===== src/rtl/rf_pkg.sv =====
// Shared types for the banked register file: copy-engine states and per-bank flag bundle.
package rf_pkg;

  typedef enum logic {
    IDLE = 1'b0,
    COPY = 1'b1
  } cpy_state_t;

  typedef struct packed {
    logic zero;
    logic ngtv;
    logic scry;
  } flags_t;

endpackage


===== src/rtl/rf_copy_fsm.sv =====
// Background bank-copy sequencer. It walks idx through every register of the
// source bank, one per cycle, and tells the storage block where to copy from/to.
// It holds no data itself; the storage write mux lives in the top.
module rf_copy_fsm
  import rf_pkg::*;
#(
  parameter int PW    = 3,
  parameter int NBANK = 2,
  parameter int BW    = 1
) (
  input  logic          clk,
  input  logic          reset,
  input  logic          cpy_req,
  input  logic [BW-1:0] cpy_bank,
  input  logic [BW-1:0] bank_cur,
  input  logic          bank_sw,
  output logic          busy,
  output logic          cpy_done,
  output logic [PW-1:0] cpy_idx,
  output logic [BW-1:0] src_bank,
  output logic [BW-1:0] dst_bank
);

  localparam int          NREG     = 2 ** PW;
  localparam logic [PW:0] LAST_IDX = (PW + 1)'(NREG - 1);

  cpy_state_t    state, state_nxt;
  logic [PW:0]   idx, idx_nxt;
  logic [BW-1:0] src, src_nxt;
  logic [BW-1:0] dst, dst_nxt;
  logic          req_ok;

  // A request is only accepted when it names a different, existing bank and no switch competes with it.
  always_comb begin
    req_ok = cpy_req && (cpy_bank != bank_cur) &&
             ({1'b0, cpy_bank} < (BW + 1)'(NBANK)) && !bank_sw;
  end

  // State, index and bank latches.
  always_ff @(posedge clk) begin
    if (reset) begin
      state <= IDLE;
      idx   <= '0;
      src   <= '0;
      dst   <= '0;
    end else begin
      state <= state_nxt;
      idx   <= idx_nxt;
      src   <= src_nxt;
      dst   <= dst_nxt;
    end
  end

  // Next-state and outputs; the final index cycle raises cpy_done and returns to IDLE without wrapping idx.
  always_comb begin
    state_nxt = state;
    idx_nxt   = idx;
    src_nxt   = src;
    dst_nxt   = dst;
    busy      = 1'b0;
    cpy_done  = 1'b0;
    case (state)
      IDLE: begin
        if (req_ok) begin
          state_nxt = COPY;
          idx_nxt   = '0;
          src_nxt   = bank_cur;
          dst_nxt   = cpy_bank;
        end
      end
      COPY: begin
        busy = 1'b1;
        if (idx == LAST_IDX) begin
          cpy_done  = 1'b1;
          state_nxt = IDLE;
        end else begin
          idx_nxt = idx + 1'b1;
        end
      end
      default: state_nxt = IDLE;
    endcase
  end

  assign cpy_idx  = idx[PW-1:0];
  assign src_bank = src;
  assign dst_bank = dst;

endmodule


===== src/rtl/banked_reg_file.sv =====
// Banked register file between decode and ALU: NBANK banks of 2**PW DW-bit
// registers with per-bank flags, zero-latency reads, optional write bypass and
// a background engine that copies the active bank into another bank.
module banked_reg_file
  import rf_pkg::*;
#(
  parameter  int DW     = 8,
  parameter  int PW     = 3,
  parameter  int NBANK  = 2,
  parameter  int BYPASS = 0,
  localparam int BW     = $clog2(NBANK)
) (
  input  logic          clk,
  input  logic          reset,
  input  logic [DW-1:0] dat_in,
  input  logic          wr_en,
  input  logic          flg_en,
  input  logic          zeroIn,
  input  logic          ngtvIn,
  input  logic          scryIn,
  input  logic [PW-1:0] wr_addr,
  input  logic [PW-1:0] rd_addrA,
  input  logic [PW-1:0] rd_addrB,
  input  logic          bank_sw,
  input  logic [BW-1:0] bank_sel,
  input  logic          cpy_req,
  input  logic [BW-1:0] cpy_bank,
  output logic [DW-1:0] datA_out,
  output logic [DW-1:0] datB_out,
  output logic          zeroOut,
  output logic          ngtvOut,
  output logic          scryOut,
  output logic [BW-1:0] bank_cur,
  output logic          busy,
  output logic          cpy_done
);

  localparam int NREG = 2 ** PW;

  logic [DW-1:0] core [NBANK][NREG];
  flags_t        flg  [NBANK];

  flags_t        flg_in;
  logic [PW-1:0] cpy_idx;
  logic [BW-1:0] src_bank;
  logic [BW-1:0] dst_bank;
  logic [DW-1:0] cpy_data;
  flags_t        cpy_flags;
  logic          sel_ok;

  assign flg_in = {zeroIn, ngtvIn, scryIn};

  rf_copy_fsm #(
    .PW    (PW),
    .NBANK (NBANK),
    .BW    (BW)
  ) u_copy_fsm (
    .clk      (clk),
    .reset    (reset),
    .cpy_req  (cpy_req),
    .cpy_bank (cpy_bank),
    .bank_cur (bank_cur),
    .bank_sw  (bank_sw),
    .busy     (busy),
    .cpy_done (cpy_done),
    .cpy_idx  (cpy_idx),
    .src_bank (src_bank),
    .dst_bank (dst_bank)
  );

  // Copy source values; a same-cycle write to the register being copied is forwarded so dst never sees stale data.
  always_comb begin
    cpy_data  = core[src_bank][cpy_idx];
    cpy_flags = flg[src_bank];
    sel_ok    = ({1'b0, bank_sel} < (BW + 1)'(NBANK));
    if (wr_en && (wr_addr == cpy_idx)) begin
      cpy_data = dat_in;
    end
    if (flg_en) begin
      cpy_flags = flg_in;
    end
  end

  // Storage, flags and active-bank register; writes always target the bank active before any switch.
  always_ff @(posedge clk) begin
    if (reset) begin
      for (int b = 0; b < NBANK; b++) begin
        for (int r = 0; r < NREG; r++) begin
          core[b][r] <= '0;
        end
        flg[b] <= '0;
      end
      bank_cur <= '0;
    end else begin
      if (wr_en) begin
        core[bank_cur][wr_addr] <= dat_in;
      end
      if (flg_en) begin
        flg[bank_cur] <= flg_in;
      end
      if (busy) begin
        core[dst_bank][cpy_idx] <= cpy_data;
      end
      if (cpy_done) begin
        flg[dst_bank] <= cpy_flags;
      end
      if (bank_sw && !busy && sel_ok) begin
        bank_cur <= bank_sel;
      end
    end
  end

  // Zero-latency read ports with optional same-cycle write bypass.
  always_comb begin
    datA_out = core[bank_cur][rd_addrA];
    datB_out = core[bank_cur][rd_addrB];
    if ((BYPASS != 0) && wr_en && (wr_addr == rd_addrA)) begin
      datA_out = dat_in;
    end
    if ((BYPASS != 0) && wr_en && (wr_addr == rd_addrB)) begin
      datB_out = dat_in;
    end
  end

  assign zeroOut = flg[bank_cur].zero;
  assign ngtvOut = flg[bank_cur].ngtv;
  assign scryOut = flg[bank_cur].scry;

endmodule


===== config.mk =====
export PLATFORM = sky130hd
export DESIGN_NAME = banked_reg_file
export DESIGN_NICKNAME = d
export VERILOG_FILES = /design/src/rtl/rf_pkg.sv /design/src/rtl/rf_copy_fsm.sv /design/src/rtl/banked_reg_file.sv
export SDC_FILE = /design/constraint.sdc
export NUM_CORES = 1
export LEC_CHECK = 0
export BUFFER_PORTS_ARGS = -buffer_cell sky130_fd_sc_hd__buf_2
export CAP_MARGIN = 25
export CORE_ASPECT_RATIO = 1.2
export CORE_MARGIN = 4
export CORE_UTILIZATION = 63
export DETAILED_ROUTE_END_ITERATION = 8
export PLACE_DENSITY = 0.89
export RECOVER_POWER = 25
export SLEW_MARGIN = 15
export SYNTH_ARGS = -nofsm -noshare
export SYNTH_HDL_FRONTEND = slang
export SYNTH_SLANG_ARGS = --single-unit

===== constraint.sdc =====
create_clock -name clk -period 2.4 [get_ports clk]
set_input_delay 0.48 -clock clk [delete_from_list [all_inputs] [get_ports clk]]
set_output_delay 0.48 -clock clk [all_outputs]
set_load 0.1 [all_outputs]

==> flow_summary.ini <==
[placed_design]
dp_worst_setup_slack_ns = -0.125
dp_cells = 1187
port_buffers = 49
hpwl_mm = 27.1
dpl_cell_area_um2 = 11700
place.gp.congestion = 1.06

[worst_setup_path]
crit_fanout = 10
path_cells = clkbuf_1 -> xnor2_1 -> and4_2 -> buf_4 -> nor3_2 -> buf_4 -> o21ai_0 -> a32o_1
crit-reg2reg-launch = u_copy_fsm.idx[2]
arrival_ns = 3.32
reg2reg_setup_slack_ns = -0.74
cp_slowest_cell = nor3_2
start_kind = register
max_stage_delay_ns = 0.55
crit_type = reg -> reg
ff2ff_path_depth = 8
r2r-end = core[0][11]
end_kind = register
crit_top_cell = buf_4
critPathRequiredTime_ns = 2.58

[floorplan]
ios = 50
core_area_um2 = 15800
die_area_um2 = 18300
die_w_um = 124
start_util = 0.647
fp.dieH_um = 147
rows = 50

[power_and_ir_drop]
intPower_mw = 5.02
p_per_area_nw_per_um2 = 583
switchingPower_mw = 2.53
ir_drop_v = 0.000611
power_mw = 7.55
seqPwrFrac = 0.406
comb_power_share = 0.260
pwr-share-clk = 0.334
switching_share = 0.335
p_leak_nw = 4.62

[yosys]
synthArstFlopShare = 0
ys_warn_count = 0
synthMuxAreaShare = 0.246
synth_edf_count = 134
ys_ff_latch = 144
synth_fp_nets = 905
synth-compound-area-share = 0.168
synth_area_um2 = 10200
synth_top_family_by_area = multiplexers
synth_simple_gate_area_frac = 0.124
synth_xor_xnor_area_share = 0.00343
synth.avg_cell_area_um2 = 11.6
synth_cell_types = 73
synthCells = 876
yosys_most_used_dff = edfxtp_1
seq_area_frac_synth = 0.414
synth-adder-area-share = 0.00123

[global_routing]
grt_pass1_vias = 9327
grtUsageTotal = 0.415
met2_usage = 0.626
grt_max_degree = 26
antenna_found_initial = 2
grt_pass1_wl_mm = 55.4
use_met1 = 0.514
use_met3 = 0.145
busiest_layer = met2
grt_overflow_total = 0

[timing]
report.final.slew_viol_count = 0
final_hold_viol_count = 0
finalSetupViolCount = 145
min_period_over_period = 1.31
worst_slack_ns = -0.739
rsz0062_at_grt = yes
finalSetupTns_ns = -30.88
hold_ws_ns = 0.427
tightest_slew_ns = 0.723
finClkSkew_ns = 0.0128
clock.fmax_mhz = 319
period_minus_slack_ns = 3.14
relSlewSlack = 0.518

[job]
cap_violations = 0

[cts]
clock_path_buffers = 2
cts_made_buffers = 17
cts_tree = done
cts_hold_buf = 0
cts_sinks = 144
clkLatencyLatePin_ns = 0.44
cts_root_buf = clkbuf_16
clk_pin_slew_ns = 0.06
h-tree-depth = 4

[finish]
syn_to_final_growth_pct = 27.1
post-route-util = 0.822
stdcell_count = 1247
mostFrequentLayoutCells = 134 x edfxtp_1, 130 x buf_4, 81 x mux2i_1, 70 x mux4_2, 65 x nand2_1
drive_gt1_frac = 0.375
nNetsFinal = 1054
final_common_cell = edfxtp_1
final_area_um2 = 13000

[routing]
drt_iter0_drc = 3018
drc = 60
ant_nets = 0
vias = 10317
drt_wl_total_mm = 43.1
drt_first_pass_iters = 9
wl_per_cell_um = 34.6
viasPerCell = 8.27

[min_path]
hp-start = reset
hold_path.class = in -> reg
worstHoldPathCells = 3
hold_end = u_copy_fsm.idx[0]

[run_status]
violations = design-rule violations, negative setup slack
status = finished with violations
## critical path, delay by kind of cell, from the launching register on
| kind | cells | cell delay [ns] |
|---|---|---|
| xor gates and xnor gates | 1 | 0.18 |
| AOI/OAI and AO/OA | 2 | 0.35 |
| DFF | 1 | 0.47 |
| buffers and inverters | 3 | 1.00 |
| and+or+nand+nor | 2 | 0.89 |
## layer usage
layer | wire length (um) | part of all wire
met1 | 12000 | 0.28
met2 | 17700 | 0.41
met3 | 8110 | 0.19
met4 | 5170 | 0.12
met5 | 97 | 0.0023
## worst max-delay path by stage
| stage | slack, ns | start | to |
|---|---|---|---|
| after floorplan | 0.009 | rd_addrA[1] | datA_out[3] |
| after global placement | -0.09 | rd_addrB[1] | datB_out[6] |
| after detailed placement | -0.12 | rd_addrB[1] | datB_out[6] |
| after CTS | -0.36 | register | datA_out[1] |
| after global routing | -0.77 | u_copy_fsm.idx[2] | core[0][11] |
| final | -0.74 | u_copy_fsm.idx[2] | core[0][11] |
## cells by family after synthesis
| family | after synthesis |
|---|---|
| fa+ha+maj | 1 |
| mux | 162 |
| xor+xnor | 4 |
| buf+inv | 89 |
| flops | 144 |
| simple gates | 242 |
| compound gates | 234 |
## Yosys cell counts (6+ instances only)
library cell / n / area [um2]
nand3_1: 11 / 55.1
a32o_1: 21 / 210
mux4_2: 70 / 1580
o21ai_0: 17 / 85.1
buf_1: 6 / 22.5
mux2i_1: 84 / 841
inv_1: 10 / 37.5
or3_1: 16 / 100
o21ai_1: 23 / 115
a211oi_1: 19 / 143
clkbuf_1: 38 / 143
o22ai_1: 44 / 275
buf_2: 22 / 110
a22o_1: 47 / 412
buf_4: 6 / 45.0
nor2_1: 63 / 236
nand2_1: 66 / 248
mux2_2: 7 / 78.8
edfxtp_1: 134 / 4020
nor3_1: 16 / 80.1
dfxtp_1: 10 / 200
buf_6: 7 / 78.8
nor2b_1: 22 / 138
a21oi_1: 29 / 145
nand2b_1: 9 / 56.3
## power by group through the flow
stage	Combinational, mW	Clock (mW)	Sequential (mW)
after global routing	2.00	2.59	3.06
after detailed placement	1.61	0	3.07
after floorplan	1.11	0	3.00
after global placement	1.57	0	3.05
final	1.96	2.53	3.07
after CTS	1.75	2.47	3.02
## area by class of cell
cell class,count,area [um2]
repair buffers,208,1960
multi-input cells,644,5910
clock inverters,15,125
fillers,769,2800
diodes,1,2.50
well taps,208,260
flip-flops and latches,144,4230
clock buffers,17,425
inverters,10,37.5
## sequential cells by signal (all words and copies together) (netlist names), named ones only
register and cells:
u_copy_fsm.src_bank 1, flg 6, u_copy_fsm.idx 4, u_copy_fsm.dst_bank 1, core 128, bank_cur 1, u_copy_fsm.state 1
## what timing repair did
| item | 4_1_cts | 5_1_grt |
|---|---|---|
| gates resized for setup | 65 | 51 |
| pin swaps | 2 | 17 |
| setup buffers | 2 | 22 |
| cloned | 2 | 2 |
| endpoints found under the setup margin | 23 | 97 |
Power figures use the tool's default switching activity.
